File: src/rtl/mem_op_pkg.sv
// mem_op_pkg: shared opcode and FSM encodings for the memory-stage access unit.
package mem_op_pkg;
    typedef enum logic [2:0] {
        OP_LB  = 3'd0,
        OP_LH  = 3'd1,
        OP_LW  = 3'd2,
        OP_SW  = 3'd3,
        OP_LBU = 3'd4,
        OP_LHU = 3'd5,
        OP_SB  = 3'd6,
        OP_SH  = 3'd7
    } op_e;

    typedef enum logic {
        S_IDLE      = 1'b0,
        S_RMW_WRITE = 1'b1
    } state_e;

    localparam int WORD_SHIFT = 2;
endpackage

File: src/rtl/mem_access_unit_if.sv
// mem_access_unit_if: pipeline request/response and data-memory bus of the access unit.
interface mem_access_unit_if;
    logic        req_valid;
    logic [2:0]  req_op;
    logic [31:0] req_address;
    logic [31:0] req_store_data;
    logic        stall;
    logic [31:0] load_data;
    logic        load_valid;
    logic        fault;
    logic [31:0] fault_address;
    logic        dm_write_enable;
    logic [31:0] dm_address;
    logic [31:0] dm_write_data;
    logic [31:0] dm_read_data;

    modport slave (
        input  req_valid, req_op, req_address, req_store_data, dm_read_data,
        output stall, load_data, load_valid, fault, fault_address,
               dm_write_enable, dm_address, dm_write_data
    );

    modport master (
        output req_valid, req_op, req_address, req_store_data, dm_read_data,
        input  stall, load_data, load_valid, fault, fault_address,
               dm_write_enable, dm_address, dm_write_data
    );
endinterface

File: src/rtl/load_align.sv
// load_align: selects the addressed byte/half of a word and sign- or zero-extends it.
module load_align
    import mem_op_pkg::*;
(
    input  logic [31:0] word_i,
    input  logic [1:0]  lane_i,
    input  op_e         op_i,
    output logic [31:0] data_o
);
    logic [7:0]  b;
    logic [15:0] h;

    assign b = 8'(word_i >> {lane_i, 3'b000});
    assign h = lane_i[1] ? word_i[31:16] : word_i[15:0];
    assign data_o = op_i == OP_LB  ? {{24{b[7]}}, b} :
                    op_i == OP_LBU ? {24'd0, b} :
                    op_i == OP_LH  ? {{16{h[15]}}, h} :
                    op_i == OP_LHU ? {16'd0, h} : word_i;
endmodule

File: src/rtl/mem_access_unit.sv
// mem_access_unit: MIPS memory-stage initiator with load alignment, fault checks and
// a two-cycle read-modify-write for sub-word stores.
module mem_access_unit
    import mem_op_pkg::*;
#(
    parameter int MEM_WORDS = 64
) (
    input  logic              system_clock,
    input  logic              reset,
    mem_access_unit_if.slave  bus
);
    op_e         op, op_q;
    state_e      state_q, state_d;
    logic [31:0] word_addr, addr_q, rdata_q, store_q, mask, merged, aligned;
    logic [31:0] load_data_q, fault_addr_q;
    logic [1:0]  lane_q;
    logic        ld, sub, st, misalign, oor, idle_req, bad, load_acc;
    logic        load_valid_q, fault_q;

    assign op        = op_e'(bus.req_op);
    assign ld        = op inside {OP_LB, OP_LH, OP_LW, OP_LBU, OP_LHU};
    assign sub       = op inside {OP_SB, OP_SH};
    assign st        = sub || op == OP_SW;
    assign misalign  = (op inside {OP_LH, OP_LHU, OP_SH} && bus.req_address[0]) ||
                       (op inside {OP_LW, OP_SW} && bus.req_address[1:0] != 2'b00);
    assign oor       = (bus.req_address >> WORD_SHIFT) >= 32'(MEM_WORDS);
    assign idle_req  = state_q == S_IDLE && bus.req_valid && (ld || st) && !reset;
    assign bad       = idle_req && (misalign || oor);
    assign load_acc  = idle_req && ld && !bad;
    assign word_addr = {bus.req_address[31:2], 2'b00};

    // Sub-word store: replace only the addressed lane of the word read in the first cycle.
    assign mask   = op_q == OP_SB ? 32'hFF << {lane_q, 3'b000} : 32'hFFFF << {lane_q[1], 4'b0000};
    assign merged = (rdata_q & ~mask) | ((store_q << {lane_q, 3'b000}) & mask);

    load_align u_align (
        .word_i (bus.dm_read_data),
        .lane_i (bus.req_address[1:0]),
        .op_i   (op),
        .data_o (aligned)
    );

    always_comb begin
        state_d             = state_q;
        bus.stall           = 1'b0;
        bus.dm_write_enable = 1'b0;
        bus.dm_address      = 32'd0;
        bus.dm_write_data   = 32'd0;
        if (state_q == S_RMW_WRITE) begin
            state_d             = S_IDLE;
            bus.dm_address      = addr_q;
            bus.dm_write_data   = merged;
            bus.dm_write_enable = 1'b1;
        end else if (idle_req && !bad) begin
            bus.dm_address      = word_addr;
            bus.dm_write_enable = op == OP_SW;
            bus.dm_write_data   = op == OP_SW ? bus.req_store_data : 32'd0;
            bus.stall           = sub;
            state_d             = sub ? S_RMW_WRITE : S_IDLE;
        end
        if (reset) begin
            state_d             = S_IDLE;
            bus.stall           = 1'b0;
            bus.dm_write_enable = 1'b0;
        end
    end

    always_ff @(posedge system_clock) begin
        if (reset) begin
            state_q      <= S_IDLE;
            load_data_q  <= 32'd0;
            load_valid_q <= 1'b0;
            fault_q      <= 1'b0;
            fault_addr_q <= 32'd0;
        end else begin
            state_q      <= state_d;
            load_valid_q <= load_acc;
            fault_q      <= bad;
            if (load_acc) load_data_q <= aligned;
            if (bad) fault_addr_q <= bus.req_address;
        end
    end

    always_ff @(posedge system_clock) begin
        if (state_q == S_IDLE && state_d == S_RMW_WRITE) begin
            rdata_q <= bus.dm_read_data;
            addr_q  <= word_addr;
            store_q <= bus.req_store_data;
            op_q    <= op;
            lane_q  <= bus.req_address[1:0];
        end
    end

    assign bus.load_data     = load_data_q;
    assign bus.load_valid    = load_valid_q;
    assign bus.fault         = fault_q;
    assign bus.fault_address = fault_addr_q;
endmodule

File: src/flat_wrapper.sv
// flat-port wrapper written by rule: the top's interface ports become plain ports
module mem_access_unit_flat import mem_op_pkg::*;
#(
    parameter int MEM_WORDS = 64
)
  (system_clock, reset, bus_req_valid, bus_req_op, bus_req_address, bus_req_store_data, bus_dm_read_data, bus_stall, bus_load_data, bus_load_valid, bus_fault, bus_fault_address, bus_dm_write_enable, bus_dm_address, bus_dm_write_data);
  mem_access_unit_if bus_i ();
  input  logic system_clock;
  input  logic reset;
  input wire logic [$bits(bus_i.req_valid)-1:0] bus_req_valid;
  input wire logic [$bits(bus_i.req_op)-1:0] bus_req_op;
  input wire logic [$bits(bus_i.req_address)-1:0] bus_req_address;
  input wire logic [$bits(bus_i.req_store_data)-1:0] bus_req_store_data;
  input wire logic [$bits(bus_i.dm_read_data)-1:0] bus_dm_read_data;
  output wire logic [$bits(bus_i.stall)-1:0] bus_stall;
  output wire logic [$bits(bus_i.load_data)-1:0] bus_load_data;
  output wire logic [$bits(bus_i.load_valid)-1:0] bus_load_valid;
  output wire logic [$bits(bus_i.fault)-1:0] bus_fault;
  output wire logic [$bits(bus_i.fault_address)-1:0] bus_fault_address;
  output wire logic [$bits(bus_i.dm_write_enable)-1:0] bus_dm_write_enable;
  output wire logic [$bits(bus_i.dm_address)-1:0] bus_dm_address;
  output wire logic [$bits(bus_i.dm_write_data)-1:0] bus_dm_write_data;
  assign bus_i.req_valid = bus_req_valid;
  assign bus_i.req_op = bus_req_op;
  assign bus_i.req_address = bus_req_address;
  assign bus_i.req_store_data = bus_req_store_data;
  assign bus_i.dm_read_data = bus_dm_read_data;
  assign bus_stall = bus_i.stall;
  assign bus_load_data = bus_i.load_data;
  assign bus_load_valid = bus_i.load_valid;
  assign bus_fault = bus_i.fault;
  assign bus_fault_address = bus_i.fault_address;
  assign bus_dm_write_enable = bus_i.dm_write_enable;
  assign bus_dm_address = bus_i.dm_address;
  assign bus_dm_write_data = bus_i.dm_write_data;
  mem_access_unit #(.MEM_WORDS(MEM_WORDS)) u_core (.system_clock(system_clock), .reset(reset), .bus(bus_i));
endmodule
File: config.mk
export PLATFORM = sky130hd
export DESIGN_NAME = mem_access_unit_flat
export DESIGN_NICKNAME = d
export VERILOG_FILES = /design/src/rtl/mem_op_pkg.sv /design/src/rtl/mem_access_unit_if.sv /design/src/rtl/load_align.sv /design/src/rtl/mem_access_unit.sv /design/src/flat_wrapper.sv
export SDC_FILE = /design/constraint.sdc
export NUM_CORES = 1
export LEC_CHECK = 0
export CAP_MARGIN = 30
export CORE_UTILIZATION = 35
export DETAILED_ROUTE_END_ITERATION = 16
export SYNTH_ARGS = -nofsm -noshare
export SYNTH_HDL_FRONTEND = slang
export SYNTH_SLANG_ARGS = --single-unit
File: constraint.sdc
create_clock -name system_clock -period 5.49 [get_ports system_clock]
set_clock_uncertainty 0.2 [all_clocks]
set_input_delay 0.8235 -clock system_clock [delete_from_list [all_inputs] [get_ports system_clock]]
set_output_delay 0.8235 -clock system_clock [all_outputs]
set_load 0.1 [all_outputs]
# [Yosys cells after proc, flatten, opt, wreduce, memory -nomap -nowiden]
# Cells that the tools add are included.
[word_totals] reg_bits=166 input_bits=102 wordCells=71
[op_classes] order_cmp=1 eq_ne=8 shifts=4 mux=21 bitwise_logic=5 reduce_logical=22
[ops] op="2-to-1 mux 32 bit" n=10
[ops] op="AND 32 bit" n=2
[ops] op="inverter 32 bit" n=1
[ops] op="OR 32 bit" n=1
[ops] op="<< shifter 16 x 5 -> 32 bit, first input constant" n=1
[ops] op="<< shifter 32 x 5 -> 32 bit" n=1
[ops] op="<< shifter 8 x 5 -> 32 bit, first input constant" n=1
[ops] op=">> shifter 32 x 5 -> 8 bit" n=1
[ops] op=">= comparator 30 x 7 -> 1 bit, second input constant" n=1
[ops] op="2-to-1 mux 16 bit" n=1
[ops] op="equality test 3 bit, second input constant" n=5
[ops] op="logical AND 1 bit" n=10
[ops] op="2-to-1 mux 1 bit" n=10
[ops] op="equality test 3 x 2 -> 1 bit, second input constant" n=2
[ops] op="nonzero test 2 bit" n=3
[ops] op="nonzero test 5 bit" n=1
[ops] op="logical OR 1 bit" n=4
[ops] op="equality test 3 x 1 -> 1 bit, second input constant" n=1
[ops] op="logical NOT 3 bit" n=1
[ops] op="nonzero test 3 bit" n=1
[ops] op="logical NOT 1 bit" n=2
[ops] op="inverter 1 bit" n=1

# [Depth between registers and ports, before layout]
# Gate-level depths: netlist of run 1.
[logic_depth] word_depth=13 mapped_depth=8

# [Cells and area by module]
# Synthesis of run 1 repeated with hierarchy kept, for this count alone.
[unflattened] cells_unflattened=676 area_unflattened_um2=7377.1
[by_module_without_submodules] module="mem_access_unit" n_inst=1 cells_per_inst=550 area_per_inst_um2=6454.9 seq_area_each_um2=3833.7
[by_module_without_submodules] module="load_align" n_inst=1 cells_per_inst=126 area_per_inst_um2=922.1 seq_area_each_um2=0.0

# [Least setup slack after synthesis of run 1]
# OpenSTA, ideal clock, no wires.
[synth_path] path_kind="input to register" start="input bus_req_address[13]" end="register u_core.addr_q[10], enable pin" setup_time_ps=449 arrival_ps=3998 required_ps=4841 path_slack_ps=844 cell_stages=5 n_path_buf=1 cell_sequence="or4_1 > nor2_4 > and3_1 > clkbuf_1 > and4_1"
[synth_via] elab_chain_len=9
[synth_rtl] element="start: declaration" line_no="flat_wrapper.sv:12" text="input wire logic [$bits(bus_i.req_address)-1:0] bus_req_address;"
[synth_rtl] element=">= comparator 30 x 7 -> 1 bit" line_no="mem_access_unit.sv:26" text="assign oor = (bus.req_address >> WORD_SHIFT) >= 32'(MEM_WORDS);"
[synth_rtl] element="logical OR 1 bit" line_no="mem_access_unit.sv:28" text="assign bad = idle_req && (misalign || oor);"
[synth_rtl] element="logical AND 1 bit" line_no="mem_access_unit.sv:28"
[synth_rtl] element="logical NOT 1 bit" line_no="mem_access_unit.sv:54" text="end else if (idle_req && !bad) begin"
[synth_rtl] element="logical AND 1 bit" line_no="mem_access_unit.sv:54"
[synth_rtl] element="2-to-1 mux 1 bit" line_no="mem_access_unit.sv:54"
[synth_rtl] element="2-to-1 mux 1 bit" line_no="mem_access_unit.sv:49" text="if (state_q == S_RMW_WRITE) begin"
[synth_rtl] element="2-to-1 mux 1 bit" line_no="mem_access_unit.sv:61" text="if (reset) begin"
[synth_rtl] element="logical AND 1 bit" line_no="mem_access_unit.sv:85" text="if (state_q == S_IDLE && state_d == S_RMW_WRITE) begin"
[synth_rtl] element="end signal: assignment" line_no="mem_access_unit.sv:87" text="addr_q <= word_addr;"
[synth_rtl] element="end: declaration" line_no="mem_access_unit.sv:14" text="logic [31:0] word_addr, addr_q, rdata_q, store_q, mask, merged, aligned;"
# Every way passes these cells.
# A chain may end at the register's enable or synchronous reset.

# [Final worst setup path of run 1]
[layout_path] start="input bus_req_address[11]" end="output bus_dm_write_data[7]"
[layout_via] elab_chain_len=7
[layout_rtl] element=">= comparator 30 x 7 -> 1 bit" line_no="mem_access_unit.sv:26"
[layout_rtl] element="logical OR 1 bit" line_no="mem_access_unit.sv:28"
[layout_rtl] element="logical AND 1 bit" line_no="mem_access_unit.sv:28"
[layout_rtl] element="logical NOT 1 bit" line_no="mem_access_unit.sv:54"
[layout_rtl] element="logical AND 1 bit" line_no="mem_access_unit.sv:54"
[layout_rtl] element="2-to-1 mux 32 bit" line_no="mem_access_unit.sv:54"
[layout_rtl] element="2-to-1 mux 32 bit" line_no="mem_access_unit.sv:49"
[layout_rtl] element="end: declaration" line_no="flat_wrapper.sv:22" text="output wire logic [$bits(bus_i.dm_write_data)-1:0] bus_dm_write_data;"
# Every way passes these cells.

==> flow_summary.ini, run 1 <==
[status]
status = completed

[global_routing]
first_global_vias = 6063
grt_first_pass_wirelength_mm = 34.8
antenna_violations_before_repair = 1
global_route.overflow_total = 0
pin_count_of_the_biggest_net_entering_global_routing = 67
groute.usage.overall_pct = 22.2

[sta]
final_max_slew_viol_count = 0
hold_viol_final = 0
final_period_minus_worst_setup_slack_ns = 4.51
setup_viol = 0
timing_worst_slew_pin_value_ns = 1.04
fmaxAchievable_ghz = 0.222
min_period_over_period_pct = 82.1
grt_setup_unrepaired = false
slew_headroom_pct = 30.2
tns_ns = 0

[clock_network]
ctsRootBufferMaster = clkbuf_16
cts-buffers-inserted = 17
cts_tree = yes
clkSlewWorstSetupHoldPaths_ns = 0.06
cts_buffer_depth = 2
hold_buf_count_cts = 0
clock_sink_total = 150
htreeDepth = 4
clk_latency_ns = 0.42
ctsResizeCount = 0
post_cts.repair.setup_buffers = 0

[placed_design]
dpl.cell_count = 1076
dpl.hpwl_mm = 16.6
place_congestion = 0.831
placed_cell_area_um2 = 10100
place.port_buffers = 231

[final_layout]
final_layout_size_suffix_gt1_share_pct = 13.5
multiInputGateArea_um2 = 2870
n_fill_cell = 1730
layout.cells.most_common = clkdlybuf4s50_1
seqCellArea_um2 = 3830
post-route-cell-area_um2 = 10700
highest_count_cells_in_the_layout_ignoring_fill_and_taps = clkdlybuf4s50_1 (190), edfxtp_1 (83), dfxtp_1 (67)
area_delta_synth_final_pct = 50.4
fin_cells = 1108
ant_diodes = 0
nets = 932

[die]
pin_count = 234
floorplan.die_area_um2 = 20800
rows = 51
area_of_the_core_um2 = 19700
die_width_um = 144
initial_core_util_pct = 36.1
dieHeight_um = 144

[power]
power.ir.vdd_worst_v = 0.000223
power.density_cell_area_nw_per_um2 = 263
static_power_due_to_leakage_nw = 3.78

[yosys]
synth_area_per_cell_um2 = 11.3
ys_ff_latch = 150
number_of_enable_flip_flop_cells_after_synthesis = 83
synth.distinct_cells = 49
synthesized_area_um2 = 7090
yosysSeqAreaShare_pct = 54.1
syn_inst = 625
synth-main-ff-cell = edfxtp_1
synth_warnings = 0
async_flop_share_pct = 0

[worst_hold_path]
min_path_type = reg -> reg

[drt]
drc_errors = 0
drt-total-wl_mm = 22.9
vias_per_cell = 5.47
drt.antenna.violating_nets = 0
drt_iter0_drc = 405
avgRoutedWirePerCell_um = 20.7
route.vias.total = 6066
firstDrtPassIters = 7

[worst_setup_path]
critPathRequiredTime_ns = 4.47
path_class = in -> out
critPathMaxStageDelay_ns = 0.47
crit_arrival_ns = 3.48
cp_common_cell = buf_4
cp_endpoint_kind = primary output
crit_path_max_fanout = 36
critPathSlowestCell = nor4_1
worst_setup_path_start_kind = input pin
path_cells = clkdlybuf4s50_1 > nor4_1 > and4_1 > buf_4 > nand4_1 > buf_4 > o22ai_1 > buf_12

[run]
maxCapViolations = 0
-- path summary, 6_finish.rpt --
path         slack [ns]                         from  cells after the start                           to
max reg2reg        2.49               u_core.state_q                      6      u_core.bus.load_data[3]
min reg2reg        0.29  u_core.bus.fault_address[1]                      2  u_core.bus.fault_address[1]
max                0.98          bus_req_address[11]                      8         bus_dm_write_data[7]
min                0.29  u_core.bus.fault_address[1]                      2  u_core.bus.fault_address[1]
-- per-stage QoR --
step	util [%]	worst slack (ns)	total power, mW	hold WS, ns
floorplan	-	0.844	1.48	0.571
global placement	50.8	1.00	1.64	0.265
detailed placement	51.2	0.968	1.64	0.280
CTS	54.3	0.955	2.82	0.290
global route	54.3	0.855	2.89	0.309
finish	54.3	0.983	2.80	0.286
-- cell usage after synthesis, drive strengths merged (9+ instances only) --
library cell,instances,area share (%)
o22ai,33,3.0
nor3b,9,0.95
nand2b,9,0.79
a22o,15,1.9
inv,35,1.9
mux2i,10,1.4
nor2b,35,3.1
and2,28,2.5
mux2,32,5.1
buf,22,1.6
a41oi,31,3.8
clkbuf,39,2.1
o21ai,19,1.3
edfxtp,83,35
nand3,16,1.1
a21oi,25,1.8
a211oi,24,2.5
dfxtp,67,19
nand2,16,0.85
-- power by group --
part / internal (mW) / leakage (nW) / switching (mW)
Combinational: 0.152 / 2.19 / 0.261
Sequential: 1.20 / 1.29 / 0.00836
Clock: 0.697 / 0.300 / 0.482
-- cell families (layout without fill, tap and decap cells) --
logic type	Yosys count	after routing	synth area share, %
buffers and inverters	100	317	5.75
other	1	2	0.0529
AND/OR/NAND/NOR	144	144	12.6
multiplexers	50	50	9.04
AO/OA/AOI/OAI	180	180	18.5
flip-flops	150	150	54.1
-- metal layers --
layer | vias to the layer above | GRT usage (%) | part of all wire, %
li1 | 2806 | - | -
met1 | 2934 | 29.0 | 42
met2 | 297 | 35.5 | 46
met4 | 2 | 6.04 | 1.3
met3 | 27 | 6.85 | 9.9
met5 | - | 0 | 0.044
-- cell type report --
cell class / instances / area share [%]
clock inverter: 12 / 1.04
timing repair buffer: 246 / 27.0
inverter: 39 / 1.37
multi-input combinational: 376 / 26.9
sequential: 150 / 35.9
tap: 265 / 3.11
clock buffer: 20 / 4.59
-- worst max-delay path: cells and delay by family --
family,cells,cell delay [ns]
AO/OA/AOI/OAI,1,0.32
AND/OR/NAND/NOR,3,0.99
buffers and inverters,4,1.34
-- registers in the layout, summed over array words and instances, names as in the netlist --
name                      count
u_core.store_q               16
u_core.rdata_q               32
u_core.addr_q                30
u_core.bus.fault              1
u_core.bus.load_data         32
u_core.state_q                1
u_core.bus.load_valid         1
u_core.lane_q                 2
u_core.bus.fault_address     32
u_core.op_q                   3
(Power assumes the default switching activity.)
==> run 2: changes to the inputs <==
Clock period 5.49 ns to 4.25 ns, I/O delays scaled along.
==> run 2 against run 1 <==
Effect of this change: global-route usage down 0.79 points; sequential share of layout area is 0.22 points lower; core utilization rose by 0.34 points; first-iteration DRC count shrank 13%; combinational power rose by 29%; setup slack worse by 0.53 ns; wire length fell by 2.1%; critical path depth decreased by 1; die area unchanged; hold slack worse by 0.0069 ns; non-clock buffer count grew 8; critical endpoint is now bus_dm_write_data[4]; highest routed layer unchanged.
==> flow_summary.ini, run 2 (synthesized netlist as in run 1, its figures left out) <==
[worst_setup_path]
crit_path_max_fanout = 32
worst_setup_path_start_kind = input pin
cp_endpoint_kind = primary output
path_class = in -> out
worstSetupStartpoint = bus_req_address[11]
critPathRequiredTime_ns = 3.41
reg2reg_from = u_core.state_q
crit_arrival_ns = 2.96

[final_layout]
highest_count_cells_in_the_layout_ignoring_fill_and_taps = clkdlybuf4s50_1 (166), edfxtp_1 (83), dfxtp_1 (67)
nets = 940
layout.cells.most_common = clkdlybuf4s50_1
area_delta_synth_final_pct = 51.4
final_layout_size_suffix_gt1_share_pct = 16.9
fin_cells = 1117

[drt]
vias_per_cell = 5.41
drt_iter0_drc = 351
drt.antenna.violating_nets = 0
route.vias.total = 6040
avgRoutedWirePerCell_um = 20.1
drc_errors = 0
firstDrtPassIters = 6
drt-total-wl_mm = 22.4

[die]
floorplan.die_area_um2 = 20800
initial_core_util_pct = 36.1
pin_count = 234
dieHeight_um = 144
area_of_the_core_um2 = 19700
rows = 51
die_width_um = 144

[sta]
final_period_minus_worst_setup_slack_ns = 3.79
final_max_slew_viol_count = 0
hold_viol_final = 0
min_period_over_period_pct = 89.3
tns_ns = 0
grt_setup_unrepaired = false
fmaxAchievable_ghz = 0.264
setup_viol = 0
timing_worst_slew_pin_value_ns = 1.02
slew_headroom_pct = 31.6

[placed_design]
dpl.hpwl_mm = 16.6
dpl.cell_count = 1084
place_congestion = 0.840
place.port_buffers = 231

[power]
static_power_due_to_leakage_nw = 3.88
power.ir.vdd_worst_v = 0.000296
power.density_cell_area_nw_per_um2 = 340

[worst_hold_path]
worst_hold_startpoint = u_core.bus.fault_address[1]
min_path_type = reg -> reg

[global_routing]
first_global_vias = 5822
global_route.overflow_total = 0
pin_count_of_the_biggest_net_entering_global_routing = 67
antenna_violations_before_repair = 1
grt_first_pass_wirelength_mm = 33.5
groute.usage.overall_pct = 21.4

[clock_network]
cts_tree = yes
hold_buf_count_cts = 0
clk_latency_ns = 0.41
clkSlewWorstSetupHoldPaths_ns = 0.06
ctsRootBufferMaster = clkbuf_16
post_cts.repair.setup_buffers = 0
htreeDepth = 4
cts-buffers-inserted = 17
cts_buffer_depth = 2
clock_sink_total = 150
ctsResizeCount = 0

[run]
maxCapViolations = 0

[status]
status = completed
==> run 2: changes by cell type in the layout (fill, tap and decap cells not counted), moves of 2 or more <==
cell             change
inv_6                -3
clkinv_4             +2
bufinv_16            +2
clkdlybuf4s50_1     -24
clkbuf_1             +2
buf_16               +2
buf_4               +30
==> run 2: per-layer routing <==
layer | track usage, % | up-vias | part of all wire, % | wire length, um
met5 | 0 | - | 0.040 | 9
met4 | 6.43 | 2 | 1.2 | 280
met3 | 7.19 | 16 | 10 | 2270
met2 | 33.7 | 287 | 45 | 10200
met1 | 27.8 | 2919 | 43 | 9730
li1 | - | 2816 | - | -
==> run 2: worst paths after layout <==
| kind | end | slack (ns) | cells after the start |
|---|---|---|---|
| worst min register to register | u_core.bus.fault_address[1] | 0.28 | 2 |
| worst max-delay path | bus_dm_write_data[4] | 0.46 | 7 |
| worst min-delay path | u_core.bus.fault_address[1] | 0.28 | 2 |
| worst max register to register | u_core.bus.fault_address[2] | 1.88 | 5 |
==> run 2: critical path: stages <==
cell             delay [ns]
clkdlybuf4s50_1        0.45
nor4_1                 0.47
and4_1                 0.33
nand4_1                0.21
buf_4                  0.31
o22ai_1                0.31
buf_12                 0.22
==> run 2: final cells by class <==
class | instances | area, um^2
Clock buffer | 21 | 472
Multi-Input combinational cell | 376 | 2870
Timing Repair Buffer | 254 | 2930
Sequential cell | 150 | 3830
Tap cell | 265 | 332
Inverter | 39 | 146
Clock inverter | 11 | 148
Antenna cell | 1 | 2.50
Fill cell | 1714 | 8920
==> run 2: power breakdown <==
| group | leakage (nW) | internal [mW] | switching [mW] |
|---|---|---|---|
| combinational | 2.29 | 0.198 | 0.334 |
| sequential | 1.29 | 1.55 | 0.0113 |
| clock | 0.299 | 0.975 | 0.579 |
==> run 2: metrics by stage <==
stage                     power [mW]  util (%)  setup slack [ns]  hold WS (ns)  area (um^2)
after floorplan                 1.91         -            0.0929         0.536         7090
after detailed placement        2.12      51.4             0.515         0.273        10100
final                           3.65      54.6             0.456         0.280        10700
after global placement          2.11      50.8             0.519         0.267         9990
after CTS                       3.69      54.6             0.506         0.284        10700
after global routing            3.77      54.6             0.363         0.299        10700
==> run 3: changes to the inputs <==
Settings changed: CELL_PAD_IN_SITES_DETAIL_PLACEMENT set to 2, CELL_PAD_IN_SITES_GLOBAL_PLACEMENT set to 2, CORE_UTILIZATION 35 to 29, PLACE_DENSITY_LB_ADDON set to 0.1.
==> run 3 against run 2 <==
Effect of this change: sequential share of layout area is essentially flat; register-to-register slack lost 0.64 ns; flip-flop and latch count is the same; setup slack lost 0.042 ns; maximum frequency shrank 1.1%; sequential power is essentially flat; critical endpoint is now bus_dm_write_enable; highest routed layer is now met4.
==> flow_summary.ini, run 3 (synthesized netlist as in run 1, its figures left out) <==
[drt]
drt.antenna.violating_nets = 0
drt_iter0_drc = 298
vias_per_cell = 5.28
firstDrtPassIters = 4
drc_errors = 0
avgRoutedWirePerCell_um = 23.5
drt-total-wl_mm = 27.5
route.vias.total = 6190

[final_layout]
final_layout_size_suffix_gt1_share_pct = 17.3
area_delta_synth_final_pct = 51.3
highest_count_cells_in_the_layout_ignoring_fill_and_taps = clkdlybuf4s50_1 (166), edfxtp_1 (83), dfxtp_1 (67)
fin_cells = 1173
nets = 943
layout.cells.most_common = clkdlybuf4s50_1
ant_diodes = 0
n_fill_cell = 2373

[clock_network]
ctsRootBufferMaster = clkbuf_16
clock_sink_total = 150
cts_tree = yes
post_cts.repair.setup_buffers = 0
htreeDepth = 4
ctsResizeCount = 0
clk_latency_ns = 0.41
cts_buffer_depth = 2
hold_buf_count_cts = 0
cts-buffers-inserted = 17
clkSlewWorstSetupHoldPaths_ns = 0.06

[status]
status = completed

[placed_design]
dpl.cell_count = 1140
detailedPlace.worstSlack_ns = 0.441
place_congestion = 0.758
place.port_buffers = 231
dpl.hpwl_mm = 20.2

[sta]
grt_setup_unrepaired = false
timing_worst_slew_pin_value_ns = 1.03
fin_worst_hold_slack_ns = 0.299
finalWorstSetupSlack_ns = 0.414
min_period_over_period_pct = 90.3
final_max_slew_viol_count = 0
hold_viol_final = 0
slew_headroom_pct = 31.2
final_period_minus_worst_setup_slack_ns = 3.84
setup_viol = 0
tns_ns = 0
fmaxAchievable_ghz = 0.261

[worst_setup_path]
worst_setup_path_start_kind = input pin
cp_endpoint_kind = primary output
critPathRequiredTime_ns = 3.41
worstSetupStartpoint = bus_req_op[2]
worst_r2r_path_depth = 7
crit_arrival_ns = 3.00
critical_path.n_buffers_inverters = 3
critPathMaxStageDelay_ns = 0.77
critPathSlowestCell = clkdlybuf4s50_1
crit_path_max_fanout = 20
r2r_slack_ns = 1.24
path_cells = clkdlybuf4s50_1 > and3b_1 > o22ai_2 > buf_4 > nand4_1 > a21oi_1 > buf_12
worst_r2r_endpoint = u_core.bus.load_data[6]
path_class = in -> out
timing.critical_path.max_delay_family = buffers and inverters
reg2reg_from = u_core.state_q

[worst_hold_path]
hold_path_end = u_core.bus.fault_address[1]
worst_hold_startpoint = u_core.bus.fault_address[1]
worst_hold_path.num_cells = 2
min_path_type = reg -> reg

[power]
power.ir.vdd_worst_v = 0.000193
static_power_due_to_leakage_nw = 3.86
power.density_cell_area_nw_per_um2 = 336

[global_routing]
antenna_violations_before_repair = 0
groute.usage.overall_pct = 22.4
grt_first_pass_wirelength_mm = 41.6
first_global_vias = 6771
pin_count_of_the_biggest_net_entering_global_routing = 67
global_route.overflow_total = 0

[die]
area_of_the_core_um2 = 23800
die_width_um = 158
initial_core_util_pct = 29.8
floorplan.die_area_um2 = 25100
rows = 56
pin_count = 234
dieHeight_um = 158

[run]
maxCapViolations = 0
-- run 3: through the flow --
stage	power, mW	area [um^2]	util [%]
after CTS	3.65	10700	45.1
after floorplan	1.91	7090	-
final	3.61	10700	45.2
after global placement	2.12	10100	42.4
after detailed placement	2.14	10100	42.7
after global routing	3.74	10700	45.2
-- run 3: worst reg2reg max path, cell delays in order, from the launching register on --
cell      delay, ns
dfxtp_1        0.41
buf_4          0.26
nor3b_1        0.23
buf_4          0.23
and2_1         0.63
and4_1         0.33
buf_4          0.37
a311oi_1       0.20
-- run 3: worst max path at each step --
stage                             to  cells past startpoint
4_1_cts          bus_dm_write_enable                      7
5_1_grt          bus_dm_write_enable                      7
6_report         bus_dm_write_enable                      7
2_1_floorplan  bus_dm_write_data[30]                      5
3_3_place_gp     bus_dm_write_enable                      7
3_5_place_dp     bus_dm_write_enable                      7
-- run 3: layout make-up --
type                            instances  area, um^2  share of cell area [%]
Timing Repair Buffer                  257        2910                    27.1
Tap cell                              319         399                    3.72
Inverter                               39         146                    1.36
Multi-Input combinational cell        376        2860                    26.7
Sequential cell                       150        3830                    35.7
Clock inverter                         14         134                    1.25
Clock buffer                           18         439                    4.09
-- run 3: routing by layer --
layer,vias to the layer above,global-route usage (%),routed length [um]
met3,34,4.57,1250
met5,-,0,0
li1,2819,-,-
met4,0,5.86,356
met2,195,37.6,13400
met1,3142,29.4,12500
-- run 3: where the power goes --
part	leakage, nW	internal (mW)	switching, mW
combinational	2.29	0.199	0.347
clock	0.277	0.837	0.663
sequential	1.29	1.55	0.0118
